$ cat config.mk
export PLATFORM = sky130hd
export DESIGN_NAME = ifu_fetch_queue_flat
export DESIGN_NICKNAME = d
export VERILOG_FILES = /design/src/rtl/ifu_fetch_queue_if.sv /design/src/rtl/ifu_fetch_queue.sv /design/src/flat_wrapper.sv
export SDC_FILE = /design/constraint.sdc
export NUM_CORES = 1
export LEC_CHECK = 0
export ABC_AREA = 1
export BUFFER_PORTS_ARGS = -buffer_cell sky130_fd_sc_hd__clkbuf_2
export CORE_MARGIN = 2
export CORE_UTILIZATION = 62
export DETAILED_ROUTE_END_ITERATION = 16
export MAX_ROUTING_LAYER = met4
export PLACE_DENSITY = 0.85
export SLEW_MARGIN = 20
export SYNTH_ARGS = -nofsm -noshare
export SYNTH_HDL_FRONTEND = slang
export SYNTH_SLANG_ARGS = --single-unit
$ cat constraint.sdc
create_clock -name clock -period 11.5 [get_ports clock]
set_input_delay 2.3 -clock clock [delete_from_list [all_inputs] [get_ports clock]]
set_output_delay 2.3 -clock clock [all_outputs]
set_load 0.1 [all_outputs]
$ cat src/rtl/ifu_fetch_queue_if.sv
// Fetch-queue bundle: the instruction-memory request/response channel plus the
// decode-side head channel. Clock and reset stay outside the bundle.
interface ifu_fetch_queue_if;
    // Handshake rules. A request transfers on a rising edge where imem_req_valid
    // and imem_req_ready are both high. imem_req_valid never waits on
    // imem_req_ready. Responses return in request order, one per imem_resp_valid
    // cycle, and cannot be stalled. The head transfers to decode on an edge where
    // valid_o and ready_i are both high. The head fields are stable while valid_o
    // is high and ready_i is low.
    logic        imem_req_valid;
    logic [31:0] imem_req_addr;
    logic        imem_req_ready;
    logic        imem_resp_valid;
    logic [31:0] imem_resp_data;
    logic        imem_resp_err;
    logic        valid_o;
    logic [31:0] pc_o;
    logic [31:0] snpc_o;
    logic [31:0] inst_o;
    logic [1:0]  excp_o;
    logic        ready_i;

    modport master (
        output imem_req_valid, imem_req_addr,
        input  imem_req_ready,
        input  imem_resp_valid, imem_resp_data, imem_resp_err,
        output valid_o, pc_o, snpc_o, inst_o, excp_o,
        input  ready_i
    );

    modport slave (
        input  imem_req_valid, imem_req_addr,
        output imem_req_ready,
        output imem_resp_valid, imem_resp_data, imem_resp_err,
        input  valid_o, pc_o, snpc_o, inst_o, excp_o,
        output ready_i
    );
endinterface

$ cat src/rtl/ifu_fetch_queue.sv
// In-order fetch unit. It keeps up to FQ_DEPTH memory requests in flight and
// buffers their results in a FIFO that feeds decode. Redirects flush the FIFO.
module ifu_fetch_queue #(
    parameter logic [31:0] RESET_PC = 32'h3000_0000,
    parameter int          FQ_DEPTH = 4,
    parameter int          CNT_W    = $clog2(FQ_DEPTH) + 1
) (
    input  logic              clock,
    input  logic              reset_n,
    input  logic              excp_flush,
    input  logic              xret_flush,
    input  logic [31:0]       csr_mtvec,
    input  logic [31:0]       csr_mepc,
    input  logic              branch_flush,
    input  logic [31:0]       branch_target,
    ifu_fetch_queue_if.master fq
);
    localparam int               PTR_W   = $clog2(FQ_DEPTH);
    localparam logic [CNT_W-1:0] DEPTH_C = CNT_W'(FQ_DEPTH);
    localparam logic [CNT_W:0]   DEPTH_W = (CNT_W + 1)'(FQ_DEPTH);

    logic [31:0]      fetch_pc_q, fetch_pc_d;
    logic             halt_q, halt_d;
    logic [CNT_W-1:0] out_cnt_q, out_cnt_d;
    logic [CNT_W-1:0] drop_cnt_q, drop_cnt_d;
    logic [CNT_W-1:0] count_q, count_d;
    logic [PTR_W-1:0] iss_ptr_q, iss_ptr_d;
    logic [PTR_W-1:0] wr_ptr_q, wr_ptr_d;
    logic [PTR_W-1:0] rd_ptr_q, rd_ptr_d;

    // The PC FIFO is written when a request issues. The data FIFO is written
    // when that request's response arrives. Responses return in order, so the
    // two FIFOs stay in step.
    logic [31:0] pc_mem_q   [FQ_DEPTH];
    logic [31:0] inst_mem_q [FQ_DEPTH];
    logic [1:0]  excp_mem_q [FQ_DEPTH];

    logic             redirect;
    logic [31:0]      redirect_pc;
    logic [CNT_W-1:0] live;
    logic             room;
    logic             aligned;
    logic             req_valid;
    logic             req_fire;
    logic             misal_enq;
    logic             resp_drop;
    logic             resp_enq;
    logic             enq;
    logic             head_valid;
    logic             head_out;
    logic             deq;
    logic             pc_we;
    logic [31:0]      enq_inst;
    logic [1:0]       enq_excp;

    always_comb begin
        redirect    = excp_flush | xret_flush | branch_flush;
        redirect_pc = excp_flush ? csr_mtvec :
                      xret_flush ? csr_mepc  : branch_target;

        // live is the number of responses still owed that will be kept.
        live    = out_cnt_q - drop_cnt_q;
        room    = ({1'b0, live} + {1'b0, count_q}) < DEPTH_W;
        aligned = (fetch_pc_q[1:0] == 2'b00);

        req_valid = reset_n && !redirect && !halt_q && aligned && room;
        req_fire  = req_valid && fq.imem_req_ready;

        // A misaligned PC is enqueued only after all live responses have
        // returned. This keeps its entry in program order.
        misal_enq = reset_n && !redirect && !halt_q && !aligned &&
                    (live == '0) && (count_q < DEPTH_C);

        resp_drop = fq.imem_resp_valid && (drop_cnt_q != '0);
        resp_enq  = reset_n && !redirect && fq.imem_resp_valid && (drop_cnt_q == '0);
        enq       = resp_enq || misal_enq;
        pc_we     = req_fire || misal_enq;

        head_valid = (count_q != '0);
        head_out   = reset_n && !redirect && head_valid;
        deq        = head_out && fq.ready_i;

        enq_inst = '0;
        enq_excp = 2'b00;
        if (misal_enq) begin
            enq_excp = 2'b01;
        end else if (fq.imem_resp_err) begin
            enq_excp = 2'b10;
        end else begin
            enq_inst = fq.imem_resp_data;
        end
    end

    always_comb begin
        fetch_pc_d = fetch_pc_q;
        halt_d     = halt_q;
        out_cnt_d  = out_cnt_q;
        drop_cnt_d = drop_cnt_q;
        count_d    = count_q;
        iss_ptr_d  = iss_ptr_q;
        wr_ptr_d   = wr_ptr_q;
        rd_ptr_d   = rd_ptr_q;

        if (redirect) begin
            // Every response still owed after this edge belongs to the old path.
            fetch_pc_d = redirect_pc;
            halt_d     = 1'b0;
            out_cnt_d  = out_cnt_q - CNT_W'(fq.imem_resp_valid);
            drop_cnt_d = out_cnt_q - CNT_W'(fq.imem_resp_valid);
            count_d    = '0;
            iss_ptr_d  = '0;
            wr_ptr_d   = '0;
            rd_ptr_d   = '0;
        end else begin
            if (req_fire) begin
                fetch_pc_d = fetch_pc_q + 32'd4;
            end
            out_cnt_d = out_cnt_q + CNT_W'(req_fire) - CNT_W'(fq.imem_resp_valid);
            if (resp_drop) begin
                drop_cnt_d = drop_cnt_q - 1'b1;
            end
            if (misal_enq || (resp_enq && fq.imem_resp_err)) begin
                halt_d = 1'b1;
            end
            count_d   = count_q + CNT_W'(enq) - CNT_W'(deq);
            iss_ptr_d = iss_ptr_q + PTR_W'(pc_we);
            wr_ptr_d  = wr_ptr_q + PTR_W'(enq);
            rd_ptr_d  = rd_ptr_q + PTR_W'(deq);
        end
    end

    always_ff @(posedge clock) begin
        if (!reset_n) begin
            fetch_pc_q <= RESET_PC;
            halt_q     <= 1'b0;
            out_cnt_q  <= '0;
            drop_cnt_q <= '0;
            count_q    <= '0;
            iss_ptr_q  <= '0;
            wr_ptr_q   <= '0;
            rd_ptr_q   <= '0;
        end else begin
            fetch_pc_q <= fetch_pc_d;
            halt_q     <= halt_d;
            out_cnt_q  <= out_cnt_d;
            drop_cnt_q <= drop_cnt_d;
            count_q    <= count_d;
            iss_ptr_q  <= iss_ptr_d;
            wr_ptr_q   <= wr_ptr_d;
            rd_ptr_q   <= rd_ptr_d;
        end
    end

    // The storage arrays have no reset. Their outputs are masked while the queue is empty.
    always_ff @(posedge clock) begin
        if (pc_we) begin
            pc_mem_q[iss_ptr_q] <= fetch_pc_q;
        end
        if (enq) begin
            inst_mem_q[wr_ptr_q] <= enq_inst;
            excp_mem_q[wr_ptr_q] <= enq_excp;
        end
    end

    always_comb begin
        fq.imem_req_valid = req_valid;
        fq.imem_req_addr  = {fetch_pc_q[31:2], 2'b00};
        fq.valid_o        = head_out;
        fq.pc_o           = head_valid ? pc_mem_q[rd_ptr_q] : '0;
        fq.snpc_o         = head_valid ? (pc_mem_q[rd_ptr_q] + 32'd4) : '0;
        fq.inst_o         = head_valid ? inst_mem_q[rd_ptr_q] : '0;
        fq.excp_o         = head_valid ? excp_mem_q[rd_ptr_q] : 2'b00;
    end
endmodule

$ cat src/flat_wrapper.sv
// flat-port wrapper written by rule: the top's interface ports become plain ports
module ifu_fetch_queue_flat 
#(
    parameter logic [31:0] RESET_PC = 32'h3000_0000,
    parameter int          FQ_DEPTH = 4,
    parameter int          CNT_W    = $clog2(FQ_DEPTH) + 1
)
  (clock, reset_n, excp_flush, xret_flush, csr_mtvec, csr_mepc, branch_flush, branch_target, fq_imem_req_valid, fq_imem_req_addr, fq_imem_req_ready, fq_imem_resp_valid, fq_imem_resp_data, fq_imem_resp_err, fq_valid_o, fq_pc_o, fq_snpc_o, fq_inst_o, fq_excp_o, fq_ready_i);
  ifu_fetch_queue_if fq_i ();
  input  logic clock;
  input  logic reset_n;
  input  logic excp_flush;
  input  logic xret_flush;
  input  logic [31:0] csr_mtvec;
  input  logic [31:0] csr_mepc;
  input  logic branch_flush;
  input  logic [31:0] branch_target;
  output wire logic [$bits(fq_i.imem_req_valid)-1:0] fq_imem_req_valid;
  output wire logic [$bits(fq_i.imem_req_addr)-1:0] fq_imem_req_addr;
  input wire logic [$bits(fq_i.imem_req_ready)-1:0] fq_imem_req_ready;
  input wire logic [$bits(fq_i.imem_resp_valid)-1:0] fq_imem_resp_valid;
  input wire logic [$bits(fq_i.imem_resp_data)-1:0] fq_imem_resp_data;
  input wire logic [$bits(fq_i.imem_resp_err)-1:0] fq_imem_resp_err;
  output wire logic [$bits(fq_i.valid_o)-1:0] fq_valid_o;
  output wire logic [$bits(fq_i.pc_o)-1:0] fq_pc_o;
  output wire logic [$bits(fq_i.snpc_o)-1:0] fq_snpc_o;
  output wire logic [$bits(fq_i.inst_o)-1:0] fq_inst_o;
  output wire logic [$bits(fq_i.excp_o)-1:0] fq_excp_o;
  input wire logic [$bits(fq_i.ready_i)-1:0] fq_ready_i;
  assign fq_imem_req_valid = fq_i.imem_req_valid;
  assign fq_imem_req_addr = fq_i.imem_req_addr;
  assign fq_i.imem_req_ready = fq_imem_req_ready;
  assign fq_i.imem_resp_valid = fq_imem_resp_valid;
  assign fq_i.imem_resp_data = fq_imem_resp_data;
  assign fq_i.imem_resp_err = fq_imem_resp_err;
  assign fq_valid_o = fq_i.valid_o;
  assign fq_pc_o = fq_i.pc_o;
  assign fq_snpc_o = fq_i.snpc_o;
  assign fq_inst_o = fq_i.inst_o;
  assign fq_excp_o = fq_i.excp_o;
  assign fq_i.ready_i = fq_ready_i;
  ifu_fetch_queue #(.RESET_PC(RESET_PC), .FQ_DEPTH(FQ_DEPTH), .CNT_W(CNT_W)) u_core (.clock(clock), .reset_n(reset_n), .excp_flush(excp_flush), .xret_flush(xret_flush), .csr_mtvec(csr_mtvec), .csr_mepc(csr_mepc), .branch_flush(branch_flush), .branch_target(branch_target), .fq(fq_i));
endmodule
# Word-level counts from Yosys, hierarchy flattened
# Memories as Yosys holds them, arrays and structs flattened. A register that Yosys moved wholly into a read port is not among the register bits.
# Index checks and enable logic that the tools add are counted.
# classes
n_bitwise,3
n_reduce_logical,28
muxes,22
n_lt_le_gt_ge,2
add_sub_neg,13
# op_table
op,count
two-way mux 32 bit,9
adder 32 x 3 -> 32 bit (second input constant),2
logical AND 1 bit,14
two-way mux 2 bit,6
two-way mux 3 bit,3
subtractor 3 x 1 -> 3 bit,3
adder 2 x 1 -> 2 bit,3
adder 3 x 1 -> 3 bit,2
logical NOT 3 bit,2
nonzero test 3 bit,2
adder 3 x 3 -> 4 bit,1
less-than comparator 4 x 3 -> 1 bit (second input constant),1
two-way mux 1 bit,4
nonzero test 2 bit,2
logical NOT 1 bit,3
logical OR 1 bit,3
less-than comparator 3 bit (second input constant),1
subtractor 3 x 1 -> 3 bit (second input constant),1
subtractor 3 bit,1
logical NOT 2 bit,1
bitwise OR 1 bit,2
OR reduction 2 bit,1
NOT 1 bit,1
# word_totals
reg_bits,48
in_bits,137
mem_bits_rw,264
output_inout_bits,132
mem_count,3
# memory_table
memory,words,width,rd,rd_clocked_by_memory_dff,write_ports,line_no,source
u_core.inst_mem_q,4,32,1,1,1,ifu_fetch_queue.sv:35,logic [31:0] inst_mem_q [FQ_DEPTH];
u_core.pc_mem_q,4,32,1,1,1,ifu_fetch_queue.sv:34,logic [31:0] pc_mem_q [FQ_DEPTH];
u_core.excp_mem_q,4,2,1,1,1,ifu_fetch_queue.sv:36,logic [1:0] excp_mem_q [FQ_DEPTH];

# Depth between registers and ports, before layout
# logic_depth
depth_word,11
ltp_mapped,17
ltp_nobuf,17

# Worst setup path after synthesis
# Ideal clock, no wire load.
# synth_timing
path_kind,input to register
start,in excp_flush
end,mem u_core.pc_mem_q[0][0] (enable)
t_arrival_ps,6235
path_buffers,1
setup_time_ps,461
cell_stages,10
slack_ps,4803
t_required_ps,11039
cell_sequence,buf_2 -> nor2_4 -> nand2_4 -> nor2_8 -> nand2_2 -> nor3_4 -> nand2_2 -> nand2_1 -> inv_1 -> nor3_1
# synth_via
elab_chain_len,11
# synth_rtl
item,line_no,source
"start, declared",flat_wrapper.sv:12,input logic excp_flush;
bitwise OR 1 bit (2 in series),ifu_fetch_queue.sv:57,redirect = excp_flush | xret_flush | branch_flush;
logical NOT 1 bit,ifu_fetch_queue.sv:66,req_valid = reset_n && !redirect && !halt_q && aligned && room;
logical AND 1 bit (4 in series),ifu_fetch_queue.sv:66,
named net fq_imem_req_valid,flat_wrapper.sv:18,output wire logic [$bits(fq_i.imem_req_valid)-1:0] fq_imem_req_valid;
logical AND 1 bit,ifu_fetch_queue.sv:67,req_fire = req_valid && fq.imem_req_ready;
logical OR 1 bit,ifu_fetch_queue.sv:77,pc_we = req_fire || misal_enq;
two-way mux 1 bit,ifu_fetch_queue.sv:156,if (pc_we) begin
two-way mux 1 bit (not written as such),ifu_fetch_queue.sv:157,pc_mem_q[iss_ptr_q] <= fetch_pc_q;
"end, declared",ifu_fetch_queue.sv:34,
# The timed path passes the listed nets, and every way through them passes these cells.

# Worst setup path in the final report
# layout_timing
start,in xret_flush
end,out fq_valid_o
# layout_via
elab_chain_len,5
# layout_rtl
item,line_no,source
"start, declared",flat_wrapper.sv:13,input logic xret_flush;
bitwise OR 1 bit (2 in series),ifu_fetch_queue.sv:57,
logical NOT 1 bit,ifu_fetch_queue.sv:80,head_out = reset_n && !redirect && head_valid;
logical AND 1 bit (2 in series),ifu_fetch_queue.sv:80,
"end, declared",flat_wrapper.sv:24,output wire logic [$bits(fq_i.valid_o)-1:0] fq_valid_o;
# No other way between the ends.

==> key figures <==
Outcome
  – Status: finished, final reports clean

CTS
  – Cts bufs inserted: 29
  – CTS Buffer Depth: 3
  – CTS resizes: 0
  – CTS root buf: clkbuf_16
  – Clk_lat worst skew: around 560 ps
  – Sink Count: between 300 and 400
  – Clk slew on worst S/H paths: about 60 ps
  – Post-CTS setup buffers: 0
  – H-tree depth: 1
  – CTS Hold Bufs: 0
  – CTS tree: done

Setup path
  – Critical Path Start Type: input port
  – R2r endpoint: u_core.pc_mem_q[1][14]$_DFFE_PP_
  – R2R depth: 14
  – CP bufs+invs: 4
  – Launch point of the worst reg-to-reg path: u_core.drop_cnt_q[0]$_SDFFE_PN0P_
  – Crit-path cells: clkbuf_2 > inv_2 > nand2_4 > nor2_8 > clkinv_1 > nor2_1 > clkbuf_2
  – Slowest stage delay, CP: between 500 and 600 ps
  – Crit-path max FO: 36
  – Slowest-stage cell, CP: inv_2
  – CP required: ~9000 ps
  – Crit path top cell by count: clkbuf_2
  – Crit. End Element: output pin
  – Arrival time worst endpoint: 4940 ps
  – CP Class: in2out
  – Top delay family on crit path: buffers and inverters
  – R2R Setup Slk: a little under 8000 ps

Routing
  – Wire length per cell: between 15 and 20 um
  – Vias/cell: around 5.6
  – Pre-antenna DRT Iters: 6
  – ANT nets after route: 0
  – Wirelength, routed: roughly 43000 um
  – DRC: 0
  – Drt initial violations: approximately 1700
  – Vias: ~14000

Synthesis
  – Syn Area/Cell: between 8 and 9 sq um
  – Synth Area in Simple Gates: 0.2595
  – Synth warn: 0
  – Post-Synth Adder-Cell Area: 0.01609
  – Main combinational cell family by area after synthesis: simple AND/OR/NAND/NOR gates
  – Mux contribution to synthesized area: 0
  – Synth top area share: 0.4901
  – Yosys reg bits: ~310
  – Synth area leaders: edfxtp_1 (49%), nand2_1 (12%), nor2_1 (8.8%), dfxtp_1 (5.9%), o21ai_0 (4.3%)
  – Synth cell count leaders: nand2_1 (508), nor2_1 (380), edfxtp_1 (264)
  – Sequential fraction of the synthesis area: 0.5495
  – Area leader, netlist: edfxtp_1
  – EDFF count, synth: about 260
  – Post-synthesis compound-gate area fraction: 0.08881
  – Post-Synth XOR/XNOR Area: 0.01137
  – Cell with the most instances after synthesis: nand2_1
  – Synth async-reset ratio: 0
  – Synth Flop Type: edfxtp_1
  – Synth cell types: 45
  – Mapped Area: around 16000 sq um
  – Gate Count Post-Synth: roughly 1900

Floorplanning
  – Die ar.: 27400 sq um
  – Site Rows: 59
  – Io pins: between 200 and 300
  – Die Y: 165.5 um
  – Die Width: ~170 um
  – Initial core utilization: 0.6260
  – Core Area: 25840 sq um

Timing
  – Min Hold Slack: approximately 550 ps
  – Fin. Hold Viols: 0
  – Slew headroom: 0.3783
  – Tcrit/Tclk final: 0.6297
  – Setup violators final: 0
  – Final-report max-slew violation count: 0
  – Final Skew: 22.08 ps
  – Setup TNS Final: 0 ps
  – Worst Tran Pin Value: approximately 930 ps
  – Post-layout min period: ~7200 ps
  – RSZ-0062 raised after global routing: false
  – Fmax achieved: ~0.14 GHz

Placed design
  – Placed Cells: between 2000 and 2500
  – Count of input and output buffers: approximately 270
  – Gpl congestion: between 1 and 1.5
  – Hpwl dp: 28800 um

Hold path
  – Worst hold path endpoint: u_core.halt_q$_SDFFE_PP0P_
  – Hold WC Path Type: reg2reg
  – Hold Path Stages: 2
  – Worst hold start: u_core.halt_q$_SDFFE_PP0P_

Job
  – Max-cap violations: 0

Power and ir drop
  – PwrDens: roughly 130 nW/um^2
  – Peak VDD IR: 120.7 uV
  – Leakage: 0.007897 uW

Global route
  – Total GRT Usage: 0.3136
  – First-pass GRT wire length: between 60000 and 70000 um
  – Pin count of the biggest net entering global routing: 82
  – Grt ovf: 0
  – Antenna violations before repair: 2
  – Vias in the first global route: between 10000 and 15000

Final layout
  – Finished Layout Cells: approximately 2500
  – Post-layout util: 0.7145
  – Syn-to-layout area delta: 14.13%
  – Layout cells sized above 1: 0.1673
  – Net count, final: about 2300
-- routing by layer --
layer,share of wire,track usage
met4,0.025,0.09326
met2,0.49,0.5109
met3,0.098,0.04346
met5,0,-
met1,0.39,0.4143
-- registers in the layout, summed over array words and instances (netlist names), 2 cells and up --
register and cells:
u_core.rd_ptr_q 2, u_core.count_q 3, u_core.iss_ptr_q 2, u_core.excp_mem_q 8, u_core.inst_mem_q 128, u_core.pc_mem_q 128
u_core.out_cnt_q 3, u_core.fetch_pc_q 32, u_core.drop_cnt_q 3, u_core.wr_ptr_q 2
-- worst min-delay path: cells and delay by family, from the launching register on --
kind | cells | cell delay, ps
flip-flops | 1 | 350
AO/OA/AOI/OAI | 2 | 160
-- per-stage QoR --
step           instance area, sq um  total power, uW  setup WS [ps]
2_1_floorplan                 16180             1487           4803
3_3_place_gp                  17390             1548           4291
3_5_place_dp                  17390             1553           4265
4_1_cts                       18350             2486           4264
5_1_grt                       18460             2555           4019
6_report                      18460             2488           4258
-- worst max path at each step --
| stage | start | to | slack (ps) | cells past startpoint |
|---|---|---|---|---|
| 2_1_floorplan | excp_flush | u_core.pc_mem_q[0][0]$_DFFE_PP_ | 4800 | 10 |
| 6_report | xret_flush | fq_valid_o | 4260 | 7 |
| 3_3_place_gp | xret_flush | fq_valid_o | 4290 | 7 |
| 5_1_grt | xret_flush | fq_valid_o | 4020 | 7 |
| 3_5_place_dp | xret_flush | fq_valid_o | 4270 | 7 |
| 4_1_cts | xret_flush | fq_valid_o | 4260 | 7 |
-- logic make-up (layout without fill, tap and decap cells) --
logic type	count (synthesis)	in the layout
simple gates	1042	1042
flops	312	312
compound gates	275	275
buf+inv	264	475
xor+xnor	21	21
fa+ha+maj	19	19
other cells	1	4
-- report_power, final --
part           total (uW)  switching, uW  internal, uW
sequential           1290           36.1          1250
clock                 952            402           550
combinational         250            182          67.3
total                2490            620          1870
-- placed cells by master (no fill, tap or decap), types with 3 or more instances in the layout --
cell type    n
a21oi_1    110
buf_16       3
buf_4       11
clkbuf_1     7
clkbuf_16   29
clkbuf_2   266
clkbuf_8     6
clkinv_1     4
clkinv_2     4
dfxtp_1     46
edfxtp_1   264
fa_1         3
ha_1        16
inv_1      134
inv_2        5
nand2_1    508
nand2_2      3
nand3_1    106
nand4_1      8
nor2_1     374
nor2_2       8
nor2_4       6
nor3_1      15
nor3_2       3
o211ai_1     9
o21ai_0    139
o22ai_1      5
xnor2_1     10
xor2_1      11
-- area by class of cell --
class	count	area, sq um
multi-input cells	1359	6137
well taps	335	419.2
diodes	2	5.005
inverters	141	530.5
flip-flops and latches	312	8894
repair buffers	281	1516
fillers	1901	7377
clock buffers	42	834.6
clock inverters	11	123.9
Power figures use the tool's default switching activity.
